### src/rtl/mm_pkg.sv
// Shared definitions for the matrix-multiply sequencer:
// opcodes, FSM states, command field layout and config defaults.
package mm_pkg;

    localparam logic [3:0] OP_NOP  = 4'h0;
    localparam logic [3:0] OP_MUL  = 4'h1;
    localparam logic [3:0] OP_LOAD = 4'h2;
    localparam logic [3:0] OP_CFG  = 4'h3;

    localparam int OPC_LSB  = 0;
    localparam int A_LSB    = 4;
    localparam int B_LSB    = 8;
    localparam int C_LSB    = 12;
    localparam int WCFG_LSB = 4;
    localparam int XCFG_LSB = 16;

    // Page field bit 3 picks the W register file when set.
    localparam int FILE_BIT = 3;

    localparam int DEF_W_CFG = 31;
    localparam int DEF_X_CFG = 1;

    typedef enum logic [2:0] {
        ST_IDLE,
        ST_MULT,
        ST_DRAIN,
        ST_LOAD,
        ST_DONE
    } st_e;

endpackage

### src/rtl/mm_sequencer_if.sv
// Command, load, memory-control and status bundle of the sequencer.
// master = command/stimulus side, slave = sequencer.
interface mm_sequencer_if #(
    parameter int N  = 8,
    parameter int CW = 9,
    parameter int PB = 2
);

    logic          enable;
    logic          cmd_valid;
    logic          cmd_ready;
    logic [31:0]   cmd;
    logic          in_valid;
    logic [N-1:0]  y_valid_in;

    logic          shift_en;
    logic [CW-1:0] w_idx;
    logic [CW-1:0] x_idx;
    logic          w_last;
    logic          we_w;
    logic          we_x;
    logic [PB-1:0] wr_page;
    logic [PB-1:0] rd_page_w;
    logic [PB-1:0] rd_page_x;
    logic [N-1:0]  y_wr;
    logic          busy;
    logic          done;
    logic          err;

    modport master (
        output enable, cmd_valid, cmd, in_valid, y_valid_in,
        input  cmd_ready, shift_en, w_idx, x_idx, w_last,
        input  we_w, we_x, wr_page, rd_page_w, rd_page_x,
        input  y_wr, busy, done, err
    );

    modport slave (
        input  enable, cmd_valid, cmd, in_valid, y_valid_in,
        output cmd_ready, shift_en, w_idx, x_idx, w_last,
        output we_w, we_x, wr_page, rd_page_w, rd_page_x,
        output y_wr, busy, done, err
    );

endinterface

### src/rtl/mm_index_counter.sv
// Nested w/x index counter: w wraps at w_cfg, x steps on each w wrap,
// both return to zero after the final (w_cfg, x_cfg) position.
module mm_index_counter #(
    parameter int CW = 9
) (
    input  logic          clk,
    input  logic          reset,
    input  logic          step,
    input  logic          clear,
    input  logic [CW-1:0] w_cfg,
    input  logic [CW-1:0] x_cfg,
    output logic [CW-1:0] w_idx,
    output logic [CW-1:0] x_idx,
    output logic          w_last,
    output logic          all_last
);

    logic [CW-1:0] w_q, w_d;
    logic [CW-1:0] x_q, x_d;
    logic          x_last;

    assign w_last   = (w_q == w_cfg);
    assign x_last   = (x_q == x_cfg);
    assign all_last = w_last & x_last;
    assign w_idx    = w_q;
    assign x_idx    = x_q;

    always_comb begin
        w_d = w_q;
        x_d = x_q;
        if (clear) begin
            w_d = '0;
            x_d = '0;
        end else if (step) begin
            if (w_last) begin
                w_d = '0;
                x_d = x_last ? '0 : x_q + CW'(1);
            end else begin
                w_d = w_q + CW'(1);
            end
        end
    end

    always_ff @(posedge clk) begin
        if (reset) begin
            w_q <= '0;
            x_q <= '0;
        end else begin
            w_q <= w_d;
            x_q <= x_d;
        end
    end

endmodule

### src/rtl/mm_sequencer.sv
// Systolic-array sequencer: decodes commands, steps the w/x shift
// indices for a multiply, drains the array and sequences page loads.
module mm_sequencer #(
    parameter int N   = 8,
    parameter int CW  = 9,
    parameter int PB  = 2,
    parameter int LAT = 2 * N
) (
    input  logic         clk,
    input  logic         reset,
    mm_sequencer_if.slave bus
);

    import mm_pkg::*;

    localparam int LW = CW + $clog2(N) + 1;
    localparam int DW = (LAT > 1) ? $clog2(LAT + 1) : 1;

    st_e           state_q, state_d;
    logic [CW-1:0] w_cfg_q, w_cfg_d;
    logic [CW-1:0] x_cfg_q, x_cfg_d;
    logic [PB-1:0] wr_page_q, wr_page_d;
    logic [PB-1:0] rd_w_q, rd_w_d;
    logic [PB-1:0] rd_x_q, rd_x_d;
    logic          file_w_q, file_w_d;
    logic [LW-1:0] ld_cnt_q, ld_cnt_d;
    logic [DW-1:0] dr_cnt_q, dr_cnt_d;
    logic [N-1:0]  y_wr_q;

    logic [3:0]    opc, fa, fb, fc;
    logic          accept, err_c;
    logic          in_mult, in_load;
    logic          ld_word, ld_last;
    logic [LW-1:0] ld_tgt;

    logic [CW-1:0] c_w_idx, c_x_idx;
    logic          c_w_last, c_all_last;

    logic          unused_cmd;

    assign opc = bus.cmd[OPC_LSB +: 4];
    assign fa  = bus.cmd[A_LSB +: 4];
    assign fb  = bus.cmd[B_LSB +: 4];
    assign fc  = bus.cmd[C_LSB +: 4];

    assign unused_cmd = ^bus.cmd;

    assign accept  = bus.cmd_valid & bus.enable
                   & (state_q == ST_IDLE);
    assign in_mult = (state_q == ST_MULT);
    assign in_load = (state_q == ST_LOAD);
    assign ld_word = in_load & bus.in_valid & bus.enable;

    // W loads cover one row of weights, X loads cover N lanes per row.
    assign ld_tgt  = file_w_q
                   ? LW'(w_cfg_q) + LW'(1)
                   : (LW'(x_cfg_q) + LW'(1)) * LW'(N);
    assign ld_last = (ld_cnt_q == ld_tgt - LW'(1));

    mm_index_counter #(
        .CW(CW)
    ) u_idx (
        .clk      (clk),
        .reset    (reset),
        .step     (in_mult & bus.enable),
        .clear    (~in_mult),
        .w_cfg    (w_cfg_q),
        .x_cfg    (x_cfg_q),
        .w_idx    (c_w_idx),
        .x_idx    (c_x_idx),
        .w_last   (c_w_last),
        .all_last (c_all_last)
    );

    always_comb begin
        state_d   = state_q;
        w_cfg_d   = w_cfg_q;
        x_cfg_d   = x_cfg_q;
        wr_page_d = wr_page_q;
        rd_w_d    = rd_w_q;
        rd_x_d    = rd_x_q;
        file_w_d  = file_w_q;
        ld_cnt_d  = ld_cnt_q;
        dr_cnt_d  = dr_cnt_q;
        err_c     = 1'b0;

        unique case (state_q)
            ST_IDLE: begin
                if (accept) begin
                    case (opc)
                        OP_NOP: ;
                        OP_MUL: begin
                            if (!fa[FILE_BIT] && fb[FILE_BIT]
                                && !fc[FILE_BIT]) begin
                                rd_x_d    = PB'(fa);
                                rd_w_d    = PB'(fb);
                                wr_page_d = PB'(fc);
                                state_d   = ST_MULT;
                            end else begin
                                err_c = 1'b1;
                            end
                        end
                        OP_LOAD: begin
                            wr_page_d = PB'(fa);
                            file_w_d  = fa[FILE_BIT];
                            ld_cnt_d  = '0;
                            state_d   = ST_LOAD;
                        end
                        OP_CFG: begin
                            w_cfg_d = bus.cmd[WCFG_LSB +: CW];
                            x_cfg_d = bus.cmd[XCFG_LSB +: CW];
                        end
                        default: err_c = 1'b1;
                    endcase
                end
            end
            ST_MULT: begin
                if (bus.enable && c_all_last) begin
                    dr_cnt_d = '0;
                    state_d  = ST_DRAIN;
                end
            end
            ST_DRAIN: begin
                if (bus.enable) begin
                    if (dr_cnt_q == DW'(LAT - 1)) begin
                        dr_cnt_d = '0;
                        state_d  = ST_DONE;
                    end else begin
                        dr_cnt_d = dr_cnt_q + DW'(1);
                    end
                end
            end
            ST_LOAD: begin
                if (ld_word) begin
                    ld_cnt_d = ld_cnt_q + LW'(1);
                    if (ld_last) state_d = ST_DONE;
                end
            end
            ST_DONE: begin
                if (bus.enable) state_d = ST_IDLE;
            end
            default: state_d = ST_IDLE;
        endcase
    end

    always_ff @(posedge clk) begin
        if (reset) begin
            state_q   <= ST_IDLE;
            w_cfg_q   <= CW'(DEF_W_CFG);
            x_cfg_q   <= CW'(DEF_X_CFG);
            wr_page_q <= '0;
            rd_w_q    <= '0;
            rd_x_q    <= '0;
            file_w_q  <= 1'b0;
            ld_cnt_q  <= '0;
            dr_cnt_q  <= '0;
            y_wr_q    <= '0;
        end else begin
            state_q   <= state_d;
            w_cfg_q   <= w_cfg_d;
            x_cfg_q   <= x_cfg_d;
            wr_page_q <= wr_page_d;
            rd_w_q    <= rd_w_d;
            rd_x_q    <= rd_x_d;
            file_w_q  <= file_w_d;
            ld_cnt_q  <= ld_cnt_d;
            dr_cnt_q  <= dr_cnt_d;
            if (bus.enable) y_wr_q <= bus.y_valid_in;
        end
    end

    assign bus.cmd_ready = (state_q == ST_IDLE);
    assign bus.busy      = (state_q != ST_IDLE);
    assign bus.done      = (state_q == ST_DONE) & bus.enable;
    assign bus.err       = err_c;
    assign bus.shift_en  = in_mult & bus.enable;
    assign bus.we_w      = ld_word & file_w_q;
    assign bus.we_x      = ld_word & ~file_w_q;
    assign bus.w_idx     = in_load ? ld_cnt_q[CW-1:0] : c_w_idx;
    assign bus.x_idx     = c_x_idx;
    assign bus.w_last    = c_w_last;
    assign bus.wr_page   = wr_page_q;
    assign bus.rd_page_w = rd_w_q;
    assign bus.rd_page_x = rd_x_q;
    assign bus.y_wr      = y_wr_q;

endmodule

### src/flat_wrapper.sv
// flat-port wrapper written by rule: the top's interface ports become plain ports
module mm_sequencer_flat import mm_pkg::*;
#(
    parameter int N   = 8,
    parameter int CW  = 9,
    parameter int PB  = 2,
    parameter int LAT = 2 * N
)
  (clk, reset, bus_enable, bus_cmd_valid, bus_cmd, bus_in_valid, bus_y_valid_in, bus_cmd_ready, bus_shift_en, bus_w_idx, bus_x_idx, bus_w_last, bus_we_w, bus_we_x, bus_wr_page, bus_rd_page_w, bus_rd_page_x, bus_y_wr, bus_busy, bus_done, bus_err);
  mm_sequencer_if #(.N(N), .CW(CW), .PB(PB)) bus_i ();
  input  logic clk;
  input  logic reset;
  input wire logic [$bits(bus_i.enable)-1:0] bus_enable;
  input wire logic [$bits(bus_i.cmd_valid)-1:0] bus_cmd_valid;
  input wire logic [$bits(bus_i.cmd)-1:0] bus_cmd;
  input wire logic [$bits(bus_i.in_valid)-1:0] bus_in_valid;
  input wire logic [$bits(bus_i.y_valid_in)-1:0] bus_y_valid_in;
  output wire logic [$bits(bus_i.cmd_ready)-1:0] bus_cmd_ready;
  output wire logic [$bits(bus_i.shift_en)-1:0] bus_shift_en;
  output wire logic [$bits(bus_i.w_idx)-1:0] bus_w_idx;
  output wire logic [$bits(bus_i.x_idx)-1:0] bus_x_idx;
  output wire logic [$bits(bus_i.w_last)-1:0] bus_w_last;
  output wire logic [$bits(bus_i.we_w)-1:0] bus_we_w;
  output wire logic [$bits(bus_i.we_x)-1:0] bus_we_x;
  output wire logic [$bits(bus_i.wr_page)-1:0] bus_wr_page;
  output wire logic [$bits(bus_i.rd_page_w)-1:0] bus_rd_page_w;
  output wire logic [$bits(bus_i.rd_page_x)-1:0] bus_rd_page_x;
  output wire logic [$bits(bus_i.y_wr)-1:0] bus_y_wr;
  output wire logic [$bits(bus_i.busy)-1:0] bus_busy;
  output wire logic [$bits(bus_i.done)-1:0] bus_done;
  output wire logic [$bits(bus_i.err)-1:0] bus_err;
  assign bus_i.enable = bus_enable;
  assign bus_i.cmd_valid = bus_cmd_valid;
  assign bus_i.cmd = bus_cmd;
  assign bus_i.in_valid = bus_in_valid;
  assign bus_i.y_valid_in = bus_y_valid_in;
  assign bus_cmd_ready = bus_i.cmd_ready;
  assign bus_shift_en = bus_i.shift_en;
  assign bus_w_idx = bus_i.w_idx;
  assign bus_x_idx = bus_i.x_idx;
  assign bus_w_last = bus_i.w_last;
  assign bus_we_w = bus_i.we_w;
  assign bus_we_x = bus_i.we_x;
  assign bus_wr_page = bus_i.wr_page;
  assign bus_rd_page_w = bus_i.rd_page_w;
  assign bus_rd_page_x = bus_i.rd_page_x;
  assign bus_y_wr = bus_i.y_wr;
  assign bus_busy = bus_i.busy;
  assign bus_done = bus_i.done;
  assign bus_err = bus_i.err;
  mm_sequencer #(.N(N), .CW(CW), .PB(PB), .LAT(LAT)) u_core (.clk(clk), .reset(reset), .bus(bus_i));
endmodule
### config.mk
export PLATFORM = sky130hd
export DESIGN_NAME = mm_sequencer_flat
export DESIGN_NICKNAME = d
export VERILOG_FILES = /design/src/rtl/mm_pkg.sv /design/src/rtl/mm_sequencer_if.sv /design/src/rtl/mm_index_counter.sv /design/src/rtl/mm_sequencer.sv /design/src/flat_wrapper.sv
export SDC_FILE = /design/constraint.sdc
export NUM_CORES = 1
export LEC_CHECK = 0
export CORE_MARGIN = 5
export CORE_UTILIZATION = 48
export DETAILED_ROUTE_END_ITERATION = 10
export PLACE_DENSITY = 0.89
export SETUP_SLACK_MARGIN = 0.02
export SYNTH_ARGS = -nofsm -noshare
export SYNTH_HDL_FRONTEND = slang
export SYNTH_SLANG_ARGS = --single-unit
### constraint.sdc
create_clock -name clk -period 2.75 [get_ports clk]
set_clock_uncertainty 0.05 [all_clocks]
set_input_delay 0.6875 -clock clk [delete_from_list [all_inputs] [get_ports clk]]
set_output_delay 0.6875 -clock clk [all_outputs]
set_load 0.01 [all_outputs]
==> results <==
sequential cells by signal, indices dropped and copies added (netlist names):
| register | count |
|---|---|
| u_core.bus.rd_page_w | 2 |
| u_core.bus.rd_page_x | 2 |
| u_core.bus.wr_page | 2 |
| u_core.bus.y_wr | 8 |
| u_core.dr_cnt_q | 5 |
| u_core.file_w_q | 1 |
| u_core.ld_cnt_q | 13 |
| u_core.state_q | 3 |
| u_core.u_idx.w_idx | 9 |
| u_core.u_idx.x_idx | 9 |
| u_core.w_cfg_q | 9 |
| u_core.x_cfg_q | 9 |
tightest hold or removal path, stage by stage, from the launching register on:
cell and delay (ns):
dfxtp_1 0.32, o21ai_0 0.07, a21oi_1 0.06
per-layer routing:
metal / global-route usage / wire (um) / vias up
met2: 0.4255 / 7617 / 299
met1: 0.3081 / 6057 / 2379
li1: - / - / 2346
met4: 0.1020 / 748 / 0
met3: 0.06232 / 1338 / 79
met5: 0 / 0 / -
cell families after synthesis:
logic type      Yosys count  share of synthesized area
buf+inv                  48                    0.05720
mux                      36                    0.07514
simple gates            266                     0.2878
compound gates          101                     0.1594
xor+xnor                 54                     0.1027
fa+ha+maj                 7                    0.01820
flops                    72                     0.2995
worst paths after layout:
kind,depth (start not counted),start,slack [ns],endpoint
worst max-delay path,10,u_core.w_cfg_q[1]$_SDFFE_PP1P_,-0.08,u_core.state_q[0]$_SDFFE_PP0P_
worst min-delay path,2,u_core.ld_cnt_q[11]$_SDFFE_PP0P_,0.44,u_core.ld_cnt_q[11]$_SDFFE_PP0P_
worst max register to register,10,u_core.w_cfg_q[1]$_SDFFE_PP1P_,-0.08,u_core.state_q[0]$_SDFFE_PP0P_
worst min register to register,2,u_core.ld_cnt_q[11]$_SDFFE_PP0P_,0.44,u_core.ld_cnt_q[11]$_SDFFE_PP0P_
final cells by class:
| type | count | area (sq um) |
|---|---|---|
| Tap cell | 133 | 166.4 |
| Timing Repair Buffer | 156 | 1404 |
| Multi-Input combinational cell | 464 | 3344 |
| Fill cell | 725 | 3167 |
| Sequential cell | 72 | 1464 |
| Inverter | 12 | 45.04 |
| Clock buffer | 9 | 123.9 |
| Clock inverter | 7 | 60.06 |
through the flow:
step / instances / hold slack (ns) / utilization / instance area (sq um) / total power [mW]
3_3_place_gp: 821 / 0.4086 / 0.6156 / 6017 / 1.311
3_5_place_dp: 821 / 0.4255 / 0.6156 / 6017 / 1.318
4_1_cts: 846 / 0.4446 / 0.6590 / 6441 / 2.124
5_1_grt: 853 / 0.4845 / 0.6760 / 6608 / 2.211
6_report: 853 / 0.4380 / 0.6760 / 6608 / 2.134
2_1_floorplan: 584 / 0.3961 / - / 4812 / 1.191
cells in the final DEF, fill, tap and decap left out, types with 5 or more instances in the layout:
master           instances
mux2i_1                 35
dfxtp_1                 58
a211oi_1                 5
xor2_1                  28
nand3_1                 21
o21ai_0                 17
clkbuf_8                 9
nor3_1                  11
and2_1                   8
and3_1                   5
o21a_1                   5
nand3b_1                 5
xnor2_1                 23
inv_1                    9
nand4_1                 16
nand2_1                 67
a21oi_1                 21
clkdlybuf4s50_1         67
or3_1                   10
buf_4                   71
dlygate4sd2_1            7
nor2b_1                  5
buf_6                    7
dfxtp_2                 12
nor2_1                  71
timing repair:
item,CTS,global route
buffers inserted,9,9
pin swaps,18,20
hold buffers,0,0
cloned,0,0
resized for setup,54,26
setup endpoints to repair,18,16
power breakdown:
group	switching (mW)	internal, mW
combinational	0.119	0.137
clock	0.471	0.343
sequential	0.0134	1.05
==> results.json <==
{
  "outcome": "finished, violations left",
  "violations": "negative setup slack",
  "dp_hpwl_um": 11140,
  "die_w_um": 110.1,
  "tightest_slew_ns": 0.5507,
  "wl_per_cell_um": 18.48,
  "period_minus_slack_ns": 2.831,
  "rows": 36,
  "vias_per_cell": 5.982,
  "start_util": 0.4923,
  "synthTopCellsByCount": "dfxtp_1, nor2_1, nand2_1",
  "grt_start_max_net_pins": 36,
  "drc": 0,
  "yosysUniqueCellTypes": 84,
  "synth_edf_count": 0,
  "ir_drop_uv": 276.8,
  "synthCells": 584,
  "dr.pass1.iters": 5,
  "ys_seq_area_frac": 0.2995,
  "cp_top_family": "compound AO/OA/AOI/OAI gates",
  "maxCapViolCount": 0,
  "nNetsFinal": 767,
  "synth_seq_cells": 72,
  "fp.dieH_um": 110.1,
  "postSynth.asyncResetShare": 0,
  "rsz0062_at_grt": "yes",
  "cts-root-buf": "clkbuf_8",
  "num_io_pins": 85,
  "synthToLayoutAreaGrowth_pct": 37.31,
  "synth-main-ff-cell": "dfxtp_1",
  "wl_um": 15760,
  "ant_nets": 0,
  "grt_pass1_wl_um": 24260,
  "antenna_found_initial": 0,
  "yosys.area.top_type_share": 0.2995,
  "io_buffers": 76,
  "clk_latency_ns": 0.36,
  "clk_pin_slew_ns": 0.09,
  "worstPathArrival_ns": 3.04,
  "syn_area_per_cell_sq_um": 8.240,
  "setup_viol": 3,
  "cts_tree": "built",
  "via_count": 5103,
  "path_buf_inv": 1,
  "drive_gt1_frac": 0.2472,
  "cts-buffers-inserted": 9,
  "post-route-period-util": 1.030,
  "maxSlewViolCount": 0,
  "finalHoldViolations": 0,
  "clockBufferDepth": 2,
  "htreeDepth": 3,
  "grtUsageTotal": 0.2524,
  "max_stage_delay_ns": 0.43,
  "worstSetupEndpointType": "flop",
  "dp_slack_ns": -0.6691,
  "worstSetupStartpointType": "flop",
  "yosysWarnings": 0,
  "max_freq_ghz": 0.3532,
  "grt_pass1_vias": 5051,
  "cp_data_required_time_ns": 2.96,
  "overflow": 0,
  "crit_slowest_cell": "o41ai_4",
  "syn-num-nets": 636,
  "worstPathCellList": "ha_4 -> nand3_2 -> o21a_1 -> o41ai_4 -> buf_4 -> nand3_1 -> o31a_2 -> a211oi_4 -> nor4_4 -> a311oi_1",
  "clkSinkCount": 72,
  "drtIter0Drc": 465,
  "powerDensity_nw_per_um2": 323.0,
  "diodes": 0,
  "gp_congestion": 0.8698,
  "timing.final.ws_setup_ns": -0.08117,
  "coreArea_sq_um": 9774,
  "synth_top_cell_by_area": "dfxtp_1",
  "yosys-top-cells-area": "dfxtp_1, mux2i_1, nor2_1, xor2_1, nand2_1",
  "path_class": "flop to flop",
  "synthesis.area_sq_um": 4812,
  "crit_fanout": 4,
  "hp-class": "flop to flop",
  "fin_setup_tns_ns": -0.1955,
  "slew_headroom": 0.6303,
  "fp.dieArea_sq_um": 12130,
  "leakage_nw": 2.478
}
No activity file was read; power rests on OpenSTA's default activity.
